File: src/rtl/rcl_pkg.sv
// Shared definitions for the line/circle relation job scheduler.
// Contents: FSM state type, relation codes, default coefficient width.
package rcl_pkg;

  typedef enum logic [1:0] {
    IDLE = 2'd0,
    SEND = 2'd1,
    WAIT = 2'd2,
    RESP = 2'd3
  } rcl_state_e;

  localparam logic [1:0] REL_NONE    = 2'd0;
  localparam logic [1:0] REL_TANGENT = 2'd1;
  localparam logic [1:0] REL_SECANT  = 2'd2;

  localparam int unsigned RCL_COEF_W = 5;

endpackage

File: src/rtl/rcl_rr_arbiter.sv
// Round-robin arbiter, purely combinational.
// Ports:
//   i_req   : request vector
//   i_ptr   : index of the last winner; search starts at i_ptr+1 (mod NUM_REQ)
//   o_grant : one-hot grant (all zero when no request)
//   o_idx   : index of the granted requester
//   o_any   : at least one request present
module rcl_rr_arbiter #(
  parameter int unsigned NUM_REQ = 4,
  localparam int unsigned IDX_W = $clog2(NUM_REQ)
) (
  input  logic [NUM_REQ-1:0] i_req,
  input  logic [IDX_W-1:0]   i_ptr,
  output logic [NUM_REQ-1:0] o_grant,
  output logic [IDX_W-1:0]   o_idx,
  output logic               o_any
);

  logic [IDX_W-1:0] w_cand;

  always_comb begin
    o_grant = '0;
    o_idx   = '0;
    o_any   = 1'b0;
    w_cand  = '0;
    // Offset NUM_REQ wraps back to i_ptr itself, so the last winner is checked last.
    for (int unsigned off = 1; off <= NUM_REQ; off++) begin
      w_cand = IDX_W'((32'(i_ptr) + off) % NUM_REQ);
      if (!o_any && i_req[w_cand]) begin
        o_any           = 1'b1;
        o_idx           = w_cand;
        o_grant[w_cand] = 1'b1;
      end
    end
  end

endmodule

File: src/rtl/rcl_job_scheduler.sv
// Shares one line/circle relation engine among NUM_REQ requesters.
// A job {c,b,a} / {k,n,m} is accepted in one beat, streamed to the engine as three
// beats (a,m), (b,n), (c,k), and the engine result is returned tagged with the requester id.
// Ports:
//   clk, rst_n          : clock, synchronous active-low reset
//   req_valid/req_ready : per-requester job handshake (req_ready is a one-hot pulse)
//   req_coef_L/Q        : per-requester packed {c,b,a} and {k,n,m}
//   eng_in_valid, eng_coef_L/Q : registered beat stream to the engine
//   eng_out_valid, eng_out     : engine result pulse and relation code
//   rsp_valid/rsp_ready, rsp_id, rsp_rel, rsp_timeout : response channel
module rcl_job_scheduler
  import rcl_pkg::*;
#(
  parameter int unsigned NUM_REQ = 4,
  parameter int unsigned COEF_W  = RCL_COEF_W,
  parameter int unsigned TIMEOUT = 16,
  localparam int unsigned ID_W = $clog2(NUM_REQ)
) (
  input  logic                        clk,
  input  logic                        rst_n,
  input  logic [NUM_REQ-1:0]          req_valid,
  input  logic [NUM_REQ*3*COEF_W-1:0] req_coef_L,
  input  logic [NUM_REQ*3*COEF_W-1:0] req_coef_Q,
  output logic [NUM_REQ-1:0]          req_ready,
  output logic                        eng_in_valid,
  output logic [COEF_W-1:0]           eng_coef_L,
  output logic [COEF_W-1:0]           eng_coef_Q,
  input  logic                        eng_out_valid,
  input  logic [1:0]                  eng_out,
  output logic                        rsp_valid,
  input  logic                        rsp_ready,
  output logic [ID_W-1:0]             rsp_id,
  output logic [1:0]                  rsp_rel,
  output logic                        rsp_timeout
);

  localparam int unsigned JOB_W = 3 * COEF_W;
  localparam int unsigned CNT_W = $clog2(TIMEOUT);

  rcl_state_e        r_state, w_state_d;
  logic [ID_W-1:0]   r_ptr, w_ptr_d;
  logic [ID_W-1:0]   r_id, w_id_d;
  logic [1:0]        r_beat, w_beat_d;
  logic [CNT_W-1:0]  r_wait_cnt, w_wait_cnt_d;
  logic [JOB_W-1:0]  r_job_l, w_job_l_d;
  logic [JOB_W-1:0]  r_job_q, w_job_q_d;
  logic              r_eng_in_valid, w_eng_in_valid_d;
  logic [COEF_W-1:0] r_eng_coef_l, w_eng_coef_l_d;
  logic [COEF_W-1:0] r_eng_coef_q, w_eng_coef_q_d;
  logic              r_rsp_valid, w_rsp_valid_d;
  logic [1:0]        r_rsp_rel, w_rsp_rel_d;
  logic              r_rsp_timeout, w_rsp_timeout_d;

  logic [NUM_REQ-1:0] w_grant;
  logic [ID_W-1:0]    w_gidx;
  logic               w_any;

  rcl_rr_arbiter #(
    .NUM_REQ(NUM_REQ)
  ) u_arb (
    .i_req  (req_valid),
    .i_ptr  (r_ptr),
    .o_grant(w_grant),
    .o_idx  (w_gidx),
    .o_any  (w_any)
  );

  always_comb begin
    w_state_d        = r_state;
    w_ptr_d          = r_ptr;
    w_id_d           = r_id;
    w_beat_d         = r_beat;
    w_wait_cnt_d     = r_wait_cnt;
    w_job_l_d        = r_job_l;
    w_job_q_d        = r_job_q;
    w_eng_in_valid_d = 1'b0;
    w_eng_coef_l_d   = '0;
    w_eng_coef_q_d   = '0;
    w_rsp_valid_d    = r_rsp_valid;
    w_rsp_rel_d      = r_rsp_rel;
    w_rsp_timeout_d  = r_rsp_timeout;
    req_ready        = '0;

    unique case (r_state)
      IDLE: begin
        if (w_any) begin
          req_ready        = w_grant;
          w_job_l_d        = req_coef_L[w_gidx*JOB_W +: JOB_W];
          w_job_q_d        = req_coef_Q[w_gidx*JOB_W +: JOB_W];
          w_id_d           = w_gidx;
          w_ptr_d          = w_gidx;
          w_beat_d         = '0;
          // First beat is launched straight from the request bus so it lands one cycle after grant.
          w_eng_in_valid_d = 1'b1;
          w_eng_coef_l_d   = w_job_l_d[COEF_W-1:0];
          w_eng_coef_q_d   = w_job_q_d[COEF_W-1:0];
          w_state_d        = SEND;
        end
      end
      SEND: begin
        // r_beat is the beat currently on the engine bus; prepare the following one.
        if (r_beat == 2'd2) begin
          w_wait_cnt_d = '0;
          w_state_d    = WAIT;
        end else begin
          w_beat_d         = r_beat + 2'd1;
          w_eng_in_valid_d = 1'b1;
          w_eng_coef_l_d   = r_job_l[w_beat_d*COEF_W +: COEF_W];
          w_eng_coef_q_d   = r_job_q[w_beat_d*COEF_W +: COEF_W];
        end
      end
      WAIT: begin
        // A result on the last allowed cycle takes priority over the timeout.
        if (eng_out_valid) begin
          w_rsp_valid_d   = 1'b1;
          w_rsp_rel_d     = eng_out;
          w_rsp_timeout_d = 1'b0;
          w_state_d       = RESP;
        end else if (r_wait_cnt == CNT_W'(TIMEOUT - 1)) begin
          w_rsp_valid_d   = 1'b1;
          w_rsp_rel_d     = REL_NONE;
          w_rsp_timeout_d = 1'b1;
          w_state_d       = RESP;
        end else begin
          w_wait_cnt_d = r_wait_cnt + CNT_W'(1);
        end
      end
      RESP: begin
        if (rsp_ready) begin
          w_rsp_valid_d   = 1'b0;
          w_rsp_rel_d     = REL_NONE;
          w_rsp_timeout_d = 1'b0;
          w_state_d       = IDLE;
        end
      end
      default: w_state_d = IDLE;
    endcase
  end

  always_ff @(posedge clk) begin
    if (!rst_n) begin
      r_state        <= IDLE;
      r_ptr          <= ID_W'(NUM_REQ - 1);
      r_id           <= '0;
      r_beat         <= '0;
      r_wait_cnt     <= '0;
      r_job_l        <= '0;
      r_job_q        <= '0;
      r_eng_in_valid <= 1'b0;
      r_eng_coef_l   <= '0;
      r_eng_coef_q   <= '0;
      r_rsp_valid    <= 1'b0;
      r_rsp_rel      <= '0;
      r_rsp_timeout  <= 1'b0;
    end else begin
      r_state        <= w_state_d;
      r_ptr          <= w_ptr_d;
      r_id           <= w_id_d;
      r_beat         <= w_beat_d;
      r_wait_cnt     <= w_wait_cnt_d;
      r_job_l        <= w_job_l_d;
      r_job_q        <= w_job_q_d;
      r_eng_in_valid <= w_eng_in_valid_d;
      r_eng_coef_l   <= w_eng_coef_l_d;
      r_eng_coef_q   <= w_eng_coef_q_d;
      r_rsp_valid    <= w_rsp_valid_d;
      r_rsp_rel      <= w_rsp_rel_d;
      r_rsp_timeout  <= w_rsp_timeout_d;
    end
  end

  assign eng_in_valid = r_eng_in_valid;
  assign eng_coef_L   = r_eng_coef_l;
  assign eng_coef_Q   = r_eng_coef_q;
  assign rsp_valid    = r_rsp_valid;
  assign rsp_id       = r_id;
  assign rsp_rel      = r_rsp_rel;
  assign rsp_timeout  = r_rsp_timeout;

endmodule

File: config.mk
export PLATFORM = sky130hd
export DESIGN_NAME = rcl_job_scheduler
export DESIGN_NICKNAME = d
export VERILOG_FILES = /design/src/rtl/rcl_pkg.sv /design/src/rtl/rcl_rr_arbiter.sv /design/src/rtl/rcl_job_scheduler.sv
export SDC_FILE = /design/constraint.sdc
export NUM_CORES = 1
export LEC_CHECK = 0
export BUFFER_PORTS_ARGS = -buffer_cell sky130_fd_sc_hd__buf_2
export CORE_UTILIZATION = 53
export DETAILED_ROUTE_END_ITERATION = 6
export GPL_ROUTABILITY_DRIVEN = 0
export PLACE_DENSITY = 0.9
export SETUP_SLACK_MARGIN = 0.4
export SYNTH_ARGS = -nofsm -noshare
export SYNTH_HDL_FRONTEND = slang
export SYNTH_SLANG_ARGS = --single-unit
File: constraint.sdc
create_clock -name clk -period 4.64 [get_ports clk]
set_input_delay 0.464 -clock clk [delete_from_list [all_inputs] [get_ports clk]]
set_output_delay 0.464 -clock clk [all_outputs]
set_load 0.02 [all_outputs]
==> summary.md, run 1 <==
| Metric | Value |
|---|---|
| Final worst-path cycle share | `0.8589` |
| Syn-to-layout area delta | `22.06%` |
| Final hold violations | `0` |
| WP data required | `4.18 ns` |
| Multi-input gate area in the final layout | `between 2000 and 2500 um2` |
| Layout cells sized above 1 | `0.3472` |
| Synthesized flop and latch total | `57` |
| Max layer used | `met4` |
| Rel. slew slack | `0.1616` |
| Maximum clock path buffer count | `2` |
| Dpl hpwl | `7.975 mm` |
| Post-route ant nets | `0` |
| Largest net degree at the start of global routing | `63` |
| CP max FO | `14` |
| Port Buffers | `150` |
| Most frequent cells in the layout | `buf_2 (150), and3_1 (60), dfxtp_1 (57)` |
| Cells after Synth | `446` |
| Cell at the slowest stage of the critical path | `dfxtp_1` |
| Full die area | `7578 um2` |
| Die Y | `about 87 um` |
| Max Freq | `0.2509 GHz` |
| Outcome | `complete, no violations` |
| Wire length on met2 | `5.138 mm` |
| Setup crit start kind | `register` |
| Root Driver | `clkbuf_8` |
| Sequential share of the synthesized area | `0.2977` |
| Time the worst path needs with I/O delays and setup | `3.985 ns` |
| Routed WL per cell | `16.44 um` |
| Crit end category | `output pin` |
| Hold slack | `0.3981 ns` |
| Post-synthesis cell type count | `43` |
| Fill cell count | `between 500 and 600` |
| Post-synth ARST share | `0` |
| Clk_skew | `0.005612 ns` |
| Crit-path cells | `inv_1 > ha_1 > mux4_2 > or3_4 > a211oi_1 > a221oi_1 > nor2_1 > buf_2` |
| Ant diodes | `0` |
| Crit-path leading delay family | `flip-flops` |
| Nets | `around 720` |
| Final wirelength | `between 10 and 15 mm` |
| CTS sink count | `57` |
| # Post-CTS Setup Buffers | `0` |
| Die width | `between 80 and 90 um` |
| Routed vias | `4060` |
| Total track usage | `0.2946` |
| Vias in the first global route | `3697` |
| Vias per std cell | `around 6.0` |
| Min-Delay Path Class | `in2reg` |
| Syn Area/Cell | `8.596 um2` |
| Slowest cell delay on critical path | `between 0.7 and 0.8 ns` |
| Max-cap violation count | `0` |
| Maximum vdd drop | `0.0005331 V` |
| DRC viols | `0` |
| Hold buffers post-CTS | `0` |
| Post-Syn Nets | `590` |
| Grt total ovfl | `0` |
| CTS tree | `yes` |
| Routed wl met3 | `845 um` |
| Drt pass-1 iters | `5` |
| Clock slew seen by the registers of the worst setup and hold paths | `0.06 ns` |
| RSZ-0062 raised after global routing | `false` |
| Synth Warn # | `0` |
| Power Dens Cells | `slightly above 700 nW/um2` |
| Final setup viols | `0` |
| Inserted Clock Buffers | `9` |
| Leak | `approximately 2.2 nW` |
| Boundary pin count | `151` |
| Slew Viols, Final | `0` |
| Register area | `~1100 um2` |
| Initial Util | `0.5551` |
| Placeable Area | `approximately 6900 um2` |
| EDFF count, synth | `0` |
| # rows | `30` |
| CTS-repair resized insts | `0` |
| Setup TNS | `0 ns` |
| M1 WL | `4.872 mm` |
| Commonest non-fill, non-tap cell in the layout | `buf_2` |
| Predominant post-synthesis flop cell | `dfxtp_1` |
| H-tree depth | `3` |
| Synthesized area | `3834 um2` |
| Arrival time at the worst endpoint | `around 3.5 ns` |
| First-pass GRT wire length | `17.42 mm` |
| Critical path type | `reg2out` |
| Initial antenna violation count | `0` |
| DR iter-0 viols | `249` |
| Worst-Margin Slew | `1.256 ns` |
| Worst-Skew Late Latency | `approximately 0.34 ns` |
| Crit path buffers/inverters | `2` |
==> routing by layer <==
metal  global-route usage  up-vias
li1                     -     1954
met1               0.3992     1890
met2               0.4689      196
met3              0.05024       20
met4               0.1106        0
met5                    0        -
==> through the flow <==
stage	std cells	setup WS [ns]	cell area [um2]	util	power, mW
after floorplan	446	1.572	3834	-	2.600
after global placement	656	1.106	4506	0.6524	2.869
after detailed placement	656	0.9325	4506	0.6524	2.963
after CTS	672	0.6786	4679	0.6775	3.380
after global routing	672	0.4462	4679	0.6775	3.658
final	672	0.6549	4679	0.6775	3.405
==> layout make-up <==
type / count / share of cell area
well taps: 96 / 0.02567
inverters: 8 / 0.006417
repair buffers: 154 / 0.1668
clock inverters: 3 / 0.003209
multi-input cells: 341 / 0.5201
clock buffers: 13 / 0.03396
flip-flops and latches: 57 / 0.2438
==> power breakdown <==
group          internal [mW]  leakage (nW)  total [mW]  switching [mW]
Combinational          0.819          1.61        2.20            1.38
Sequential             0.668         0.470       0.791           0.123
Clock                  0.220        0.0932       0.414           0.194
==> synthesized netlist by cell type, drive strengths merged (2+ instances only) <==
cell | count | area [um2]
a21boi | 4 | 30.03
ha | 14 | 175.2
nand2 | 50 | 195.2
clkbuf | 16 | 60.06
or3 | 2 | 17.52
a221oi | 4 | 35.03
mux2i | 13 | 130.1
a211oi | 62 | 560.5
nand4 | 2 | 12.51
and3 | 60 | 375.4
buf | 24 | 171.4
a31oi | 5 | 31.28
nand2b | 4 | 25.02
nor2 | 27 | 101.4
nor3 | 3 | 15.01
nor2b | 5 | 38.78
a22oi | 6 | 45.04
o21ai | 7 | 35.03
dfxtp | 57 | 1141
mux4 | 3 | 67.56
a21oi | 13 | 65.06
nand3 | 3 | 15.01
o31ai | 31 | 246.5
mux2 | 3 | 33.78
o32ai | 11 | 96.34
inv | 7 | 26.28
==> sequential cells by signal, indices dropped and copies added (netlist names) <==
| signal | flops |
|---|---|
| r_job_l | 15 |
| rsp_timeout | 1 |
| rsp_id | 2 |
| r_beat | 2 |
| eng_in_valid | 1 |
| r_job_q | 15 |
| eng_coef_L | 5 |
| eng_coef_Q | 5 |
| rsp_valid | 1 |
| r_ptr | 2 |
| r_state | 2 |
| r_wait_cnt | 4 |
| rsp_rel | 2 |
==> path summary, 6_finish.rpt <==
kind	startpoint	end	slack [ns]	cells past startpoint
setup / recovery	r_ptr[0]$_SDFFE_PN1P_	req_ready[0]	0.65	8
hold / removal	rst_n	r_ptr[1]$_SDFFE_PN1P_	0.40	2
setup reg to reg	r_ptr[0]$_SDFFE_PN1P_	eng_coef_Q[0]$_SDFF_PN0_	0.87	8
hold reg to reg	r_job_q[12]$_SDFFE_PN0P_	r_job_q[12]$_SDFFE_PN0P_	0.45	2
==> worst register-to-register path, cell delays in order (launching register included) <==
cell and delay [ns]:
dfxtp_1 0.76, inv_1 0.24, ha_1 0.40, mux4_2 0.44, or3_1 0.39, buf_4 0.28, nand2_4 0.62, a211oi_2 0.22
o32ai_1 0.32
==> cells by family (layout without fill, tap and decap cells) <==
kind of cell    count (synthesis)  count (layout)  share of synthesized area
simple gates                  159             159                     0.2131
compound gates                149             149                     0.3149
flops                          57              57                     0.2976
buf+inv                        48             178                    0.06821
mux                            19              19                    0.06038
fa+ha+maj                      14              14                    0.04569
Power figures use the tool's default switching activity.
==> run 2: changes to the inputs <==
Settings changed: ABC_AREA set to 1, CORE_UTILIZATION 53 to 54.
==> run 2 against run 1 <==
Effect of this change: final area grew 8.5%; die area grew 5.7%; core utilization grew 1.5 points; worst hold slack lost 0.036 ns; largest cell class unchanged; critical path depth grew 5; clock skew grew 0.00074 ns; clock power grew 28%; critical path type is now reg2reg.
==> summary.md, run 2 <==
| Metric | Value |
|---|---|
| Outcome | `complete, no violations` |
| Routed vias | `4723` |
| Drt pass-1 iters | `5` |
| Total power | `between 4 and 5 mW` |
| Synthesized flop and latch total | `57` |
| Rel. slew slack | `0.2267` |
| Final WS setup | `approximately 1.2 ns` |
| EDFF count, synth | `0` |
| Layout Utilization | `0.6928` |
| Grt total ovfl | `0` |
| Cells after Synth | `680` |
| Leading area contributor after synthesis | `dfxtp_1` |
| # Post-CTS Setup Buffers | `0` |
| Placed Cells | `898` |
| Hold buffers post-CTS | `0` |
| First-pass GRT wire length | `around 18 mm` |
| Synthesized area | `4135 um2` |
| Worst path most repeated cell | `inv_1` |
| Psw | `2.277 mW` |
| Routed WL per cell | `12.41 um` |
| Post-synth ARST share | `0` |
| Largest net degree at the start of global routing | `63` |
| Sequential Power Share | `0.180` |
| Nets | `954` |
| Slew Viols, Final | `0` |
| Final wirelength | `11.34 mm` |
| Max Freq | `0.2877 GHz` |
| # rows | `31` |
| Pre-CTS WS | `1.224 ns` |
| Total track usage | `0.2915` |
| Crit end category | `register` |
| Final worst-path cycle share | `0.7490` |
| Clk_skew | `0.006355 ns` |
| Synth top cells by count | `nand2_1 (144), inv_1 (130), nor2_1 (71)` |
| Sequential share of the synthesized area | `0.2759` |
| Post-synthesis cell type count | `36` |
| Inserted Clock Buffers | `9` |
| Layout cells sized above 1 | `0.2331` |
| Cell at the slowest stage of the critical path | `dfxtp_1` |
| Largest regs | `r_job_l (15), r_job_q (15)` |
| Worst-Margin Slew | `1.159 ns` |
| Most frequent cells in the layout | `buf_2 (150), nand2_1 (144), inv_1 (130)` |
| Port Buffers | `150` |
| CTS tree | `yes` |
| Arrival time at the worst endpoint | `3.72 ns` |
| CP max FO | `32` |
| Synth Warn # | `0` |
| Most frequent cell after synthesis | `nand2_1` |
| Commonest non-fill, non-tap cell in the layout | `buf_2` |
| Syn Area/Cell | `about 6.1 um2` |
| Combinational share of power | `0.695` |
| Post-route ant nets | `0` |
| Post-route insts no fill | `914` |
| Time the worst path needs with I/O delays and setup | `3.475 ns` |
| Post-Syn Nets | `824` |
| Die Y | `89.51 um` |
| Die width | `about 90 um` |
| Boundary pin count | `151` |
| Min-Delay Path Class | `in2reg` |
| Crit-path cells | `inv_6 > ha_1 > inv_1 > nand2_2 > nand2_4 > nor2_4 > nand3_4 > nand2_2 > inv_1 > nor2_1 > nor2_1 > nand2_1 > inv_1` |
| Switching Fraction | `0.5350` |
| H-tree depth | `3` |
| Initial Util | `0.5641` |
| Dpl hpwl | `8.440 mm` |
| RSZ-0062 raised after global routing | `false` |
| DR iter-0 viols | `around 260` |
| WP data required | `4.88 ns` |
| Top cells by area, synth | `dfxtp_1 (28%), nand2_1 (13%), inv_1 (12%)` |
| Internal power | `roughly 2.0 mW` |
| Final hold violations | `0` |
| CTS sink count | `57` |
| Placeable Area | `7331 um2` |
| Power Dens Cells | `approximately 840 nW/um2` |
| Fill cell count | `638` |
| Slowest cell delay on critical path | `0.67 ns` |
| Vias in the first global route | `4215` |
| Predominant post-synthesis flop cell | `dfxtp_1` |
| DRC viols | `0` |
| Leak | `2.911 nW` |
| Maximum clock path buffer count | `2` |
| Critical path type | `reg2reg` |
| Initial antenna violation count | `0` |
| Ant diodes | `0` |
| CTS-repair resized insts | `0` |
| Syn-to-layout area delta | `22.81%` |
| Maximum vdd drop | `0.0005826 V` |
| Setup crit start kind | `register` |
| Root Driver | `clkbuf_8` |
| Clock power share | `0.125` |
| Vias per std cell | `5.167` |
| Clock slew seen by the registers of the worst setup and hold paths | `0.06 ns` |
| Full die area | `8012 um2` |
| Setup TNS | `0 ns` |
| Final setup viols | `0` |
| Top cell type's share of synthesized area | `0.2759` |
| Worst-Skew Late Latency | `0.35 ns` |
| Max-cap violation count | `0` |
## run 2: final cells by class
type	count	area (um2)	area share
tap	99	123.9	0.02439
timing repair buffer	151	770.7	0.1518
clock buffer	11	151.4	0.02981
inverter	133	506.7	0.09978
sequential	57	1141	0.2247
multi-input combinational	458	2307	0.4543
clock inverter	5	77.57	0.01527
## run 2: metrics by stage
step	cell area [um2]	hold slack [ns]
final	5079	0.3625
after global placement	4850	0.4489
after floorplan	4135	0.4409
after global routing	5079	0.3600
after detailed placement	4850	0.4602
after CTS	5079	0.3533
## run 2: kinds of logic (layout without fill, tap and decap cells)
kind of cell,count (synthesis),count (layout),share of synthesized area
buffers and inverters,165,300,0.1661
xor gates and xnor gates,1,1,0.002118
adders and majority gates,14,14,0.04236
and+or+nand+nor,320,320,0.3443
AOI/OAI and AO/OA,123,123,0.1691
DFF,57,57,0.2759
## run 2: final timing paths
check,start,endpoint,slack [ns],depth (start not counted)
max,r_ptr[0]$_SDFFE_PN1P_,r_job_l[8]$_SDFFE_PN0P_,1.16,13
min reg2reg,r_job_q[0]$_SDFFE_PN0P_,r_job_q[0]$_SDFFE_PN0P_,0.47,2
min,eng_out[1],rsp_rel[1]$_SDFFE_PN0P_,0.36,3
max reg2reg,r_ptr[0]$_SDFFE_PN1P_,r_job_l[8]$_SDFFE_PN0P_,1.16,13
## run 2: routing by layer
| metal | wire [um] | up-vias | GRT usage |
|---|---|---|---|
| li1 | - | 2404 | - |
| met1 | 4724 | 2077 | 0.3346 |
| met2 | 5615 | 219 | 0.5260 |
| met3 | 774 | 23 | 0.06464 |
| met4 | 224 | 0 | 0.1126 |
| met5 | 0 | - | 0 |
## run 2: critical path: cells and delay by family, from the launching register on
family,cells,cell delay (ns)
buf+inv,4,0.88
simple gates,8,1.40
fa+ha+maj,1,0.41
flops,1,0.67
## run 2: power groups by stage
stage | clock network (mW) | registers (mW) | logic [mW]
6_report | 0.531 | 0.765 | 2.96
5_1_grt | 0.554 | 0.783 | 3.36
4_1_cts | 0.534 | 0.763 | 2.93
3_5_place_dp | 0 | 0.770 | 2.90
3_3_place_gp | 0 | 0.765 | 2.82
2_1_floorplan | 0 | 0.784 | 2.42
